### src/rtl/wb_pkg.sv
// Shared types for the writeback stage: result-source select encoding,
// load funct3 codes and a legality helper for load sizes.
package wb_pkg;

  typedef enum logic [1:0] {
    SEL_ALU  = 2'b00,
    SEL_MEM  = 2'b01,
    SEL_LINK = 2'b10,
    SEL_IMM  = 2'b11
  } wb_sel_e;

  localparam logic [2:0] F3_LB  = 3'b000;
  localparam logic [2:0] F3_LH  = 3'b001;
  localparam logic [2:0] F3_LW  = 3'b010;
  localparam logic [2:0] F3_LD  = 3'b011;
  localparam logic [2:0] F3_LBU = 3'b100;
  localparam logic [2:0] F3_LHU = 3'b101;
  localparam logic [2:0] F3_LWU = 3'b110;

  // 111 is never a load; LD and LWU only exist on a 64-bit datapath.
  function automatic logic f3_legal(input logic [2:0] f3, input logic is_rv64);
    logic ok;
    ok = (f3 != 3'b111);
    if (!is_rv64 && (f3 == F3_LD || f3 == F3_LWU)) ok = 1'b0;
    return ok;
  endfunction

endpackage

### src/rtl/wb_load_align.sv
// Load data alignment: shifts the raw memory word down to the addressed
// byte, sign/zero-extends to XLEN and flags misaligned or reserved loads.
// Flagged loads always produce zero data.
module wb_load_align
  import wb_pkg::*;
#(
  parameter int XLEN = 32
) (
  input  logic [2:0]      funct3,
  input  logic [XLEN/32:0] addr_lo,
  input  logic [XLEN-1:0] rdata,
  output logic [XLEN-1:0] data,
  output logic            misalign,
  output logic            illegal
);

  logic [XLEN-1:0] shifted;

  // Shift, extend by load size and detect alignment/legality problems.
  always_comb begin
    shifted  = rdata >> {addr_lo, 3'b000};
    data     = '0;
    misalign = 1'b0;
    illegal  = !f3_legal(funct3, XLEN == 64);
    case (funct3)
      F3_LB:  data = XLEN'($signed(shifted[7:0]));
      F3_LH:  begin
        misalign = addr_lo[0];
        data     = XLEN'($signed(shifted[15:0]));
      end
      F3_LW:  begin
        misalign = |addr_lo[1:0];
        data     = XLEN'($signed(shifted[31:0]));
      end
      F3_LD:  begin
        misalign = |addr_lo;
        data     = shifted;
      end
      F3_LBU: data = XLEN'(shifted[7:0]);
      F3_LHU: begin
        misalign = addr_lo[0];
        data     = XLEN'(shifted[15:0]);
      end
      F3_LWU: begin
        misalign = |addr_lo[1:0];
        data     = XLEN'(shifted[31:0]);
      end
      default: data = '0;
    endcase
    if (illegal) misalign = 1'b0;
    if (misalign || illegal) data = '0;
  end

endmodule

### src/rtl/wb_stage.sv
// Registered RISC-V writeback stage. Selects ALU / load / link / immediate
// result, registers it with its per-entry fault flags and drives the
// register-file write port through a valid/ready handshake.
// Build option WB_SKID_EN: adds a second (skid) entry so in_ready comes
// straight from a flop instead of combinationally from out_ready.
module wb_stage
  import wb_pkg::*;
#(
  parameter int XLEN   = 32,
  parameter int PC_INC = 4,
  parameter int RF_AW  = 5
) (
  input  logic             clk,
  input  logic             rst_n,
  input  logic             in_valid,
  output logic             in_ready,
  input  logic [1:0]       in_sel,
  input  logic [2:0]       in_funct3,
  input  logic [XLEN/32:0] in_addr_lo,
  input  logic [XLEN-1:0]  alu_result,
  input  logic [XLEN-1:0]  mem_rdata,
  input  logic [XLEN-1:0]  pc,
  input  logic [XLEN-1:0]  imm,
  input  logic [RF_AW-1:0] in_rd,
  input  logic             in_we,
  input  logic             out_ready,
  output logic             out_valid,
  output logic             rf_we,
  output logic [RF_AW-1:0] rf_waddr,
  output logic [XLEN-1:0]  rf_wdata,
  output logic             ld_misalign,
  output logic             ld_illegal
);

  typedef struct packed {
    logic [XLEN-1:0]  data;
    logic [RF_AW-1:0] rd;
    logic             we;
    logic             misalign;
    logic             illegal;
  } wb_entry_t;

  logic [XLEN-1:0] ld_data;
  logic            ld_mis;
  logic            ld_ill;
  wb_entry_t       new_entry;
  wb_entry_t       out_q, out_d;
  logic            out_valid_q, out_valid_d;
  logic            accept;

  wb_load_align #(.XLEN(XLEN)) u_align (
    .funct3   (in_funct3),
    .addr_lo  (in_addr_lo),
    .rdata    (mem_rdata),
    .data     (ld_data),
    .misalign (ld_mis),
    .illegal  (ld_ill)
  );

  // Build the incoming entry from the selected result source; load flags only count for MEM.
  always_comb begin
    new_entry    = '0;
    new_entry.rd = in_rd;
    new_entry.we = in_we;
    case (wb_sel_e'(in_sel))
      SEL_ALU:  new_entry.data = alu_result;
      SEL_MEM:  begin
        new_entry.data     = ld_data;
        new_entry.misalign = ld_mis;
        new_entry.illegal  = ld_ill;
      end
      SEL_LINK: new_entry.data = pc + XLEN'(PC_INC);
      SEL_IMM:  new_entry.data = imm;
      default:  new_entry.data = '0;
    endcase
  end

  assign accept = in_valid && in_ready;

`ifdef WB_SKID_EN
  wb_entry_t skid_q, skid_d;
  logic      skid_valid_q, skid_valid_d;
  logic      in_ready_q, in_ready_d;

  assign in_ready = in_ready_q;

  // Output slot refills from skid first (oldest), else from input; a stalled accept parks in skid.
  always_comb begin
    out_d        = out_q;
    out_valid_d  = out_valid_q;
    skid_d       = skid_q;
    skid_valid_d = skid_valid_q;
    if (!out_valid_q || out_ready) begin
      if (skid_valid_q) begin
        out_d        = skid_q;
        out_valid_d  = 1'b1;
        skid_d       = '0;
        skid_valid_d = 1'b0;
      end else if (accept) begin
        out_d       = new_entry;
        out_valid_d = 1'b1;
      end else begin
        out_d       = '0;
        out_valid_d = 1'b0;
      end
    end else if (accept) begin
      skid_d       = new_entry;
      skid_valid_d = 1'b1;
    end
    in_ready_d = !skid_valid_d;
  end

  // Skid entry and registered ready; reset empties everything and reopens the input.
  always_ff @(posedge clk or negedge rst_n) begin
    if (!rst_n) begin
      skid_q       <= '0;
      skid_valid_q <= 1'b0;
      in_ready_q   <= 1'b1;
    end else begin
      skid_q       <= skid_d;
      skid_valid_q <= skid_valid_d;
      in_ready_q   <= in_ready_d;
    end
  end
`else
  assign in_ready = !out_valid_q || out_ready;

  // Single output register: load on accept, clear when the entry retires with nothing behind it.
  always_comb begin
    out_d       = out_q;
    out_valid_d = out_valid_q;
    if (accept) begin
      out_d       = new_entry;
      out_valid_d = 1'b1;
    end else if (out_valid_q && out_ready) begin
      out_d       = '0;
      out_valid_d = 1'b0;
    end
  end
`endif

  // Output register; reset discards the held entry so no write can be signalled.
  always_ff @(posedge clk or negedge rst_n) begin
    if (!rst_n) begin
      out_q       <= '0;
      out_valid_q <= 1'b0;
    end else begin
      out_q       <= out_d;
      out_valid_q <= out_valid_d;
    end
  end

  assign out_valid   = out_valid_q;
  assign rf_waddr    = out_q.rd;
  assign rf_wdata    = out_q.data;
  assign ld_misalign = out_q.misalign;
  assign ld_illegal  = out_q.illegal;
  assign rf_we       = out_valid_q && out_ready && out_q.we && (out_q.rd != '0)
                       && !out_q.misalign && !out_q.illegal;

endmodule

### config.mk
export PLATFORM = sky130hd
export DESIGN_NAME = wb_stage
export DESIGN_NICKNAME = d
export VERILOG_FILES = /design/src/rtl/wb_pkg.sv /design/src/rtl/wb_load_align.sv /design/src/rtl/wb_stage.sv
export SDC_FILE = /design/constraint.sdc
export NUM_CORES = 1
export LEC_CHECK = 0
export ABC_AREA = 1
export ABC_CLOCK_PERIOD_IN_PS = 1800
export CAP_MARGIN = 25
export CORE_ASPECT_RATIO = 0.7
export CORE_MARGIN = 3
export CORE_UTILIZATION = 40
export CTS_BUF_LIST = sky130_fd_sc_hd__clkbuf_4 sky130_fd_sc_hd__clkbuf_8
export CTS_CLUSTER_SIZE = 30
export DETAILED_ROUTE_END_ITERATION = 10
export PLACE_DENSITY = 0.79
export SYNTH_ARGS = -nofsm -noshare
export SYNTH_HDL_FRONTEND = slang
export SYNTH_SLANG_ARGS = --single-unit
### constraint.sdc
create_clock -name clk -period 1.8 [get_ports clk]
set_input_delay 0.45 -clock clk [delete_from_list [all_inputs] [get_ports clk]]
set_output_delay 0.45 -clock clk [all_outputs]
set_load 0.02 [all_outputs]
==> impl_metrics.prom, run 1 <==
# TYPE chip_impl_metric gauge
chip_impl_metric{name="relative_contribution_of_combinational_cells_to_total_power",unit=""} 0.499
chip_impl_info{name="yosys-top-cells-count",value="sky130_fd_sc_hd__nand2_1 (327), sky130_fd_sc_hd__nor2_1 (103), sky130_fd_sc_hd__nand3_1 (65)"} 1
chip_impl_info{name="hold_path.class",value="in2async"} 1
chip_impl_metric{name="critical_path_required",unit="ps"} 2040
chip_impl_metric{name="vdd_drop_max",unit="uV"} 302
chip_impl_metric{name="drt_iter0_markers",unit=""} 555
chip_impl_metric{name="first_global_vias",unit=""} 5510
chip_impl_metric{name="clock_edge_transition_at_the_registers_on_the_reported_setup_and_hold_paths",unit="ps"} 80
chip_impl_metric{name="grt_max_degree",unit=""} 26
chip_impl_metric{name="max_slew.worst_pin.slew",unit="ps"} 475
chip_impl_metric{name="row_count",unit=""} 31
chip_impl_metric{name="grt_pass1_wl",unit="microns"} 27700
chip_impl_metric{name="finalClockSkew",unit="ps"} 3.55
chip_impl_info{name="clock_tree_from_tritoncts",value="done"} 1
chip_impl_metric{name="clock.fmax",unit="MHz"} 567
chip_impl_metric{name="post-route-period-util",unit=""} 0.979
chip_impl_metric{name="synth_cell_types",unit=""} 35
chip_impl_metric{name="drv_cap",unit=""} 0
chip_impl_info{name="endpoint_kind",value="flip-flop"} 1
chip_impl_metric{name="grt_ovf",unit=""} 0
chip_impl_metric{name="switching_fraction",unit=""} 0.362
chip_impl_metric{name="io_pins",unit=""} 187
chip_impl_metric{name="worstSkewPairLatency",unit="ps"} 290
chip_impl_metric{name="power.share.sequential",unit=""} 0.321
chip_impl_metric{name="portBuffers",unit=""} 186
chip_impl_metric{name="setup-violations-final",unit=""} 0
chip_impl_metric{name="detail-route-antenna-nets",unit=""} 0
chip_impl_metric{name="power.switching",unit="W"} 0.00125
chip_impl_info{name="outcome",value="complete, no violations"} 1
chip_impl_metric{name="synthesis_to_finish_area_growth",unit="%"} 66.2
chip_impl_metric{name="cell_internal_pwr",unit="W"} 0.00220
chip_impl_metric{name="clk_network_pwr_share",unit=""} 0.180
chip_impl_metric{name="timing.final.hold_violations",unit=""} 0
chip_impl_metric{name="syn-num-nets",unit=""} 932
chip_impl_metric{name="synth.cell_area",unit="sq um"} 4390
chip_impl_metric{name="cts-hold-fix-buffers",unit=""} 0
chip_impl_metric{name="slew-limit-headroom",unit=""} 0.680
chip_impl_metric{name="routedWlPerCell",unit="microns"} 15.2
chip_impl_metric{name="cp.arrival",unit="ps"} 2000
chip_impl_metric{name="yosysSeqAreaShare",unit=""} 0.233
chip_impl_metric{name="finalWorstPathRequiredPeriod",unit="ps"} 1760
chip_impl_metric{name="drive_gt1_frac",unit=""} 0.177
chip_impl_metric{name="p_per_area",unit="nW/um^2"} 473
chip_impl_info{name="worstSetupStartpointType",value="input port"} 1
chip_impl_metric{name="finalNetCount",unit=""} 1167
chip_impl_metric{name="async_reset_ff_frac",unit=""} 1.00
chip_impl_metric{name="final_core_utilization",unit=""} 0.695
chip_impl_metric{name="fp.dieW",unit="microns"} 131
chip_impl_metric{name="syn_inst",unit=""} 786
chip_impl_metric{name="yosysTopAreaCellShare",unit=""} 0.279
chip_impl_metric{name="antenna_found_initial",unit=""} 0
chip_impl_metric{name="floorplan.core_area",unit="sq um"} 10500
chip_impl_info{name="startpoint_of_the_lowest_slack_register_to_register_path",value="out_valid"} 1
chip_impl_info{name="post-synth-top-area-cell",value="sky130_fd_sc_hd__nand2_1"} 1
chip_impl_info{name="grt_setup_unrepaired",value="yes"} 1
chip_impl_metric{name="total_leakage_power",unit="nW"} 3.77
chip_impl_metric{name="route.final.wire_length",unit="microns"} 17700
chip_impl_metric{name="hpwl",unit="microns"} 14700
chip_impl_metric{name="drt-pass1-iter-count",unit=""} 5
chip_impl_metric{name="vias_per_cell",unit=""} 5.08
chip_impl_metric{name="maximum_net_fanout_on_the_critical_path",unit=""} 5
chip_impl_metric{name="ys_ff_latch",unit=""} 41
chip_impl_metric{name="cts.path.max_buffers",unit=""} 2
chip_impl_metric{name="synth.yosys.warnings",unit=""} 0
chip_impl_metric{name="num-fill-cells",unit=""} 914
chip_impl_metric{name="globalplace.congestion",unit=""} 0.972
chip_impl_info{name="synth_most_common_cell",value="sky130_fd_sc_hd__nand2_1"} 1
chip_impl_metric{name="die_h",unit="microns"} 93.7
chip_impl_info{name="worst-setup-path-type",value="in2reg"} 1
chip_impl_metric{name="syn_avg_cell_area",unit="sq um"} 5.59
chip_impl_info{name="dominant_cells_by_area_after_synthesis",value="sky130_fd_sc_hd__nand2_1 (28%), sky130_fd_sc_hd__dfrtp_1 (23%), sky130_fd_sc_hd__nor2_1 (8.8%)"} 1
chip_impl_metric{name="effective_utilization_at_floorplan",unit=""} 0.418
chip_impl_metric{name="all_layer_global_routing_usage",unit=""} 0.277
chip_impl_metric{name="clock_tree.htree_level_count",unit=""} 2
chip_impl_metric{name="n_antenna_cell",unit=""} 0
chip_impl_metric{name="clock_sink_count",unit=""} 41
chip_impl_info{name="clockRootBuffer",value="sky130_fd_sc_hd__clkbuf_8"} 1
chip_impl_info{name="ys_dominant_reg_cell",value="sky130_fd_sc_hd__dfrtp_1"} 1
chip_impl_metric{name="hold_ws",unit="ps"} 88.8
chip_impl_metric{name="drc",unit=""} 0
chip_impl_info{name="worst_setup_path_startpoint",value="pc[7]"} 1
chip_impl_metric{name="synth_enable_flop_cells",unit=""} 0
chip_impl_metric{name="dieArea",unit="sq um"} 12300
chip_impl_metric{name="route.vias.total",unit=""} 5944
chip_impl_metric{name="totalPowerFinal",unit="W"} 0.00345
chip_impl_metric{name="maxSlewViolCount",unit=""} 0
chip_impl_metric{name="cts_buffer_count",unit=""} 5
-- critical path, cell delays in order --
cell and delay [ps]:
sky130_fd_sc_hd__clkdlybuf4s50_1 540, sky130_fd_sc_hd__nand2_1 130, sky130_fd_sc_hd__nor2_4 140, sky130_fd_sc_hd__nand2_4 100
sky130_fd_sc_hd__buf_6 130, sky130_fd_sc_hd__inv_1 60, sky130_fd_sc_hd__nand2_1 50, sky130_fd_sc_hd__nand2_1 60
sky130_fd_sc_hd__nand3_1 100, sky130_fd_sc_hd__nand2_1 120, sky130_fd_sc_hd__nand2_1 60, sky130_fd_sc_hd__nand2_1 50
-- metrics by stage --
stage	cells	cell area (sq um)	setup WS (ps)	TNS, ps
finish	1170	7300	36.9	0
global route	1170	7300	-95.9	-432
CTS	1169	7080	0.103	0
detailed placement	1161	6970	-534	-11910
global placement	1161	6970	-517	-10790
floorplan	786	4390	140	0
-- layout make-up --
| type | instances | area, sq um | area share |
|---|---|---|---|
| tap | 148 | 185 | 0.0254 |
| multi-input combinational | 620 | 2880 | 0.394 |
| clock buffer | 6 | 76.3 | 0.0104 |
| timing repair buffer | 297 | 2910 | 0.398 |
| inverter | 56 | 215 | 0.0295 |
| sequential | 41 | 1030 | 0.140 |
| clock inverter | 2 | 15.0 | 0.00206 |
-- metal layers --
layer	share of wire	wire length (microns)	up-vias	global-route usage
li1	-	-	2919	-
met1	0.46	8160	2706	0.411
met2	0.44	7740	300	0.436
met3	0.090	1600	19	0.0359
met4	0.013	236	0	0.0516
met5	0	0	-	0
-- path summary, 6_finish.rpt --
| path | end | slack, ps | cells after the start |
|---|---|---|---|
| setup / recovery | rf_wdata[26] | 40 | 12 |
| hold / removal | rf_wdata[26] | 90 | 1 |
| setup reg to reg | rf_waddr[3] | 430 | 5 |
| hold reg to reg | rf_wdata[27] | 480 | 2 |
| max in group asynchronous | rf_wdata[2] | 1230 | 2 |
| min in group clk | rf_wdata[27] | 480 | 2 |
-- cells by family (layout without fill, tap and decap cells) --
logic type / Yosys count / in the layout / share of synthesized area
DFF: 41 / 41 / 0.233
adders and majority gates: 1 / 1 / 0.00285
and+or+nand+nor: 522 / 522 / 0.485
buffers and inverters: 125 / 361 / 0.152
AOI/OAI and AO/OA: 96 / 96 / 0.124
xor gates and xnor gates: 1 / 1 / 0.00199
-- flip-flops by register name, indices dropped and copies added, names as in the netlist --
signal and count:
rf_waddr 5, out_q 1, out_valid 1, ld_misalign 1, rf_wdata 32, ld_illegal 1
-- cell usage in the layout, fill, tap and decap left out, drive strengths merged, types with 3 or more instances in the layout --
cell type / netlist / layout
a21oi: 36 / 36
clkbuf: 8 / 6
buf: 61 / 113
dfrtp: 41 / 41
nor2: 108 / 108
dlymetal6s2s: 0 / 19
clkdlybuf4s50: 0 / 157
o22ai: 3 / 3
inv: 55 / 55
dlygate4sd2: 0 / 8
nand3b: 8 / 8
o21ai: 39 / 39
a22o: 4 / 4
nand3: 68 / 68
nand2: 329 / 329
o211ai: 7 / 7
nand4: 4 / 4
o21bai: 5 / 5
-- timing repair --
item                       CTS  global route
buffers inserted             0             1
hold endpoints to repair     0             0
setup endpoints to repair   32            32
gates resized for setup     23            67
pin swaps                    6             8
-- power by group through the flow --
| stage | Sequential (W) | Combinational (W) | Clock [W] |
|---|---|---|---|
| 3_5_place_dp | 0.00113 | 0.00167 | 0 |
| 4_1_cts | 0.00111 | 0.00168 | 0.000633 |
| 5_1_grt | 0.00112 | 0.00185 | 0.000670 |
| 2_1_floorplan | 0.00111 | 0.000849 | 0 |
| 3_3_place_gp | 0.00112 | 0.00165 | 0 |
| 6_report | 0.00111 | 0.00172 | 0.000622 |
(Power assumes the default switching activity.)
==> run 2, diff against run 1 <==
--- a/config.mk
+++ b/config.mk
@@ -6,12 +6,11 @@
 export NUM_CORES = 1
 export LEC_CHECK = 0
 export ABC_AREA = 1
-export ABC_CLOCK_PERIOD_IN_PS = 1800
+export ABC_CLOCK_PERIOD_IN_PS = 1890
 export CAP_MARGIN = 25
 export CORE_ASPECT_RATIO = 0.7
 export CORE_MARGIN = 3
 export CORE_UTILIZATION = 40
-export CTS_BUF_LIST = sky130_fd_sc_hd__clkbuf_4 sky130_fd_sc_hd__clkbuf_8
 export CTS_CLUSTER_SIZE = 30
 export DETAILED_ROUTE_END_ITERATION = 10
 export PLACE_DENSITY = 0.79
==> constraint.sdc (replaced) <==
create_clock -name clk -period 1.89 [get_ports clk]
set_input_delay 0.4725 -clock clk [delete_from_list [all_inputs] [get_ports clk]]
set_output_delay 0.4725 -clock clk [all_outputs]
set_load 0.02 [all_outputs]
==> impl_metrics.prom, run 2 (synthesis gave the netlist of run 1 again) <==
# TYPE chip_impl_metric gauge
chip_impl_info{name="endpoint_kind",value="flip-flop"} 1
chip_impl_metric{name="portBuffers",unit=""} 186
chip_impl_metric{name="globalplace.congestion",unit=""} 0.971
chip_impl_info{name="worstSetupStartpointType",value="input port"} 1
chip_impl_info{name="clock_tree_from_tritoncts",value="done"} 1
chip_impl_metric{name="finalNetCount",unit=""} 1161
chip_impl_metric{name="io_pins",unit=""} 187
chip_impl_metric{name="n_antenna_cell",unit=""} 0
chip_impl_metric{name="vias_per_cell",unit=""} 5.09
chip_impl_metric{name="all_layer_global_routing_usage",unit=""} 0.280
chip_impl_info{name="outcome",value="complete, no violations"} 1
chip_impl_metric{name="detail-route-antenna-nets",unit=""} 0
chip_impl_metric{name="largest_reg_flops",unit=""} 32
chip_impl_metric{name="critical_path_required",unit="ps"} 2070
chip_impl_metric{name="die_h",unit="microns"} 93.7
chip_impl_metric{name="total_leakage_power",unit="nW"} 3.66
chip_impl_metric{name="cts_buffer_count",unit=""} 5
chip_impl_info{name="layout_commonest_cell",value="sky130_fd_sc_hd__nand2_1"} 1
chip_impl_metric{name="finalClockSkew",unit="ps"} 4.53
chip_impl_metric{name="drive_gt1_frac",unit=""} 0.172
chip_impl_metric{name="max_slew.worst_pin.slew",unit="ps"} 498
chip_impl_metric{name="worst_slack_at_placement",unit="ps"} -538
chip_impl_info{name="timing.critical_path.cells",value="clkdlybuf4s50_1 > nand2_2 > nor2_4 > nand3_1 > inv_1 > a21oi_1 > o21ai_0 > nand2_1 > nand2_1 > nand2_1"} 1
chip_impl_info{name="hold_path.class",value="in2async"} 1
chip_impl_metric{name="finalWorstPathRequiredPeriod",unit="ps"} 1830
chip_impl_metric{name="post-route-period-util",unit=""} 0.968
chip_impl_metric{name="p_per_area",unit="nW/um^2"} 488
chip_impl_metric{name="timing.final.ws_setup",unit="ps"} 60.2
chip_impl_info{name="worst-setup-path-type",value="in2reg"} 1
chip_impl_metric{name="final_cells",unit=""} 1164
chip_impl_metric{name="antenna_found_initial",unit=""} 0
chip_impl_metric{name="synthesis_to_finish_area_growth",unit="%"} 65.3
chip_impl_info{name="grt_setup_unrepaired",value="yes"} 1
chip_impl_metric{name="clock_edge_transition_at_the_registers_on_the_reported_setup_and_hold_paths",unit="ps"} 70
chip_impl_metric{name="clock.fmax",unit="MHz"} 546
chip_impl_metric{name="drt_iter0_markers",unit=""} 606
chip_impl_metric{name="grt_ovf",unit=""} 0
chip_impl_metric{name="drv_cap",unit=""} 0
chip_impl_metric{name="floorplan.core_area",unit="sq um"} 10500
chip_impl_metric{name="grt_pass1_wl",unit="microns"} 27900
chip_impl_metric{name="setup-violations-final",unit=""} 0
chip_impl_metric{name="cts.path.max_buffers",unit=""} 2
chip_impl_metric{name="hpwl",unit="microns"} 14300
chip_impl_metric{name="route.vias.total",unit=""} 5929
chip_impl_metric{name="routedWlPerCell",unit="microns"} 15.3
chip_impl_metric{name="vdd_drop_max",unit="uV"} 502
chip_impl_metric{name="route.final.wire_length",unit="microns"} 17800
chip_impl_info{name="library_cell_contributing_the_largest_single_delay_on_the_critical_path",value="sky130_fd_sc_hd__clkdlybuf4s50_1"} 1
chip_impl_metric{name="totalPowerFinal",unit="W"} 0.00355
chip_impl_metric{name="worstSkewPairLatency",unit="ps"} 280
chip_impl_metric{name="drt-pass1-iter-count",unit=""} 5
chip_impl_metric{name="hold_ws",unit="ps"} 157
chip_impl_metric{name="cp.arrival",unit="ps"} 2010
chip_impl_metric{name="dp.cells",unit=""} 1149
chip_impl_metric{name="first_global_vias",unit=""} 5583
chip_impl_metric{name="slew-limit-headroom",unit=""} 0.665
chip_impl_metric{name="grt_max_degree",unit=""} 42
chip_impl_metric{name="effective_utilization_at_floorplan",unit=""} 0.418
chip_impl_metric{name="fp.dieW",unit="microns"} 131
chip_impl_metric{name="drc",unit=""} 0
chip_impl_metric{name="row_count",unit=""} 31
chip_impl_metric{name="clock_tree.htree_level_count",unit=""} 2
chip_impl_metric{name="maximum_net_fanout_on_the_critical_path",unit=""} 4
chip_impl_metric{name="critical-path-max-stage-delay",unit="ps"} 520
chip_impl_info{name="layout.cells.most_common_list",value="sky130_fd_sc_hd__nand2_1 (315), sky130_fd_sc_hd__clkdlybuf4s50_1 (167), sky130_fd_sc_hd__buf_4 (89)"} 1
chip_impl_metric{name="clock_sink_count",unit=""} 41
chip_impl_info{name="clockRootBuffer",value="sky130_fd_sc_hd__clkbuf_16"} 1
chip_impl_info{name="crit_top_cell",value="sky130_fd_sc_hd__nand2_1"} 1
chip_impl_metric{name="timing.final.hold_violations",unit=""} 0
chip_impl_metric{name="dieArea",unit="sq um"} 12300
chip_impl_metric{name="maxSlewViolCount",unit=""} 0
[run 2: changes by cell type in the layout (fill, tap and decap cells not counted), sizes merged]
| cell | previous run | this run |
|---|---|---|
| buf | 113 | 107 |
| clkbuf | 6 | 5 |
| clkdlybuf4s50 | 157 | 167 |
| clkinv | 1 | 3 |
| clkinvlp | 2 | 1 |
| dlygate4sd2 | 8 | 5 |
| dlymetal6s2s | 19 | 12 |
[run 2: final timing paths]
check                             start            to  slack (ps)  cells after the start
min in group clk           rf_wdata[20]  rf_wdata[20]         480                      2
setup / recovery                  pc[5]  rf_wdata[11]          60                     10
hold reg to reg            rf_wdata[20]  rf_wdata[20]         480                      2
setup reg to reg              out_valid   rf_waddr[3]         490                      5
max in group asynchronous         rst_n   rf_wdata[0]        1530                      2
hold / removal                    rst_n  rf_wdata[10]         160                      2
[run 2: what timing repair did]
item	4_1_cts	5_1_grt
resized for setup	31	50
pin swaps	5	7
hold buffers	0	0
setup buffers	0	6
endpoints found under the setup margin	34	32
cloned	0	1
[run 2: final cells by class]
class / count / area [sq um]
Inverter: 56 / 215
Fill cell: 899 / 3250
Multi-Input combinational cell: 620 / 2880
Sequential cell: 41 / 1030
Clock inverter: 3 / 17.5
Tap cell: 148 / 185
Clock buffer: 5 / 125
Timing Repair Buffer: 291 / 2810
[run 2: critical path, delay by kind of cell]
kind,cells,cell delay (ps)
buf+inv,2,660
simple gates,6,660
compound gates,2,210
[run 2: metal layers]
layer	GRT usage	wire length (microns)
met2	0.449	7920
met3	0.0428	1650
met1	0.405	8030
met5	0	0
met4	0.0490	205
[run 2: per-stage QoR]
stage,util,instance area (sq um),setup TNS (ps)
after floorplan,-,4390,0
after global placement,0.651,6840,-15400
after detailed placement,0.651,6840,-15120
after CTS,0.671,7060,0
after global routing,0.691,7270,-41.8
final,0.691,7270,0
[run 2: where the power goes]
part / internal (W) / total, W / switching, W
Sequential: 0.000991 / 0.00106 / 0.0000720
Clock: 0.000485 / 0.000855 / 0.000370
Combinational: 0.000824 / 0.00163 / 0.000802
Total: 0.00230 / 0.00355 / 0.00124
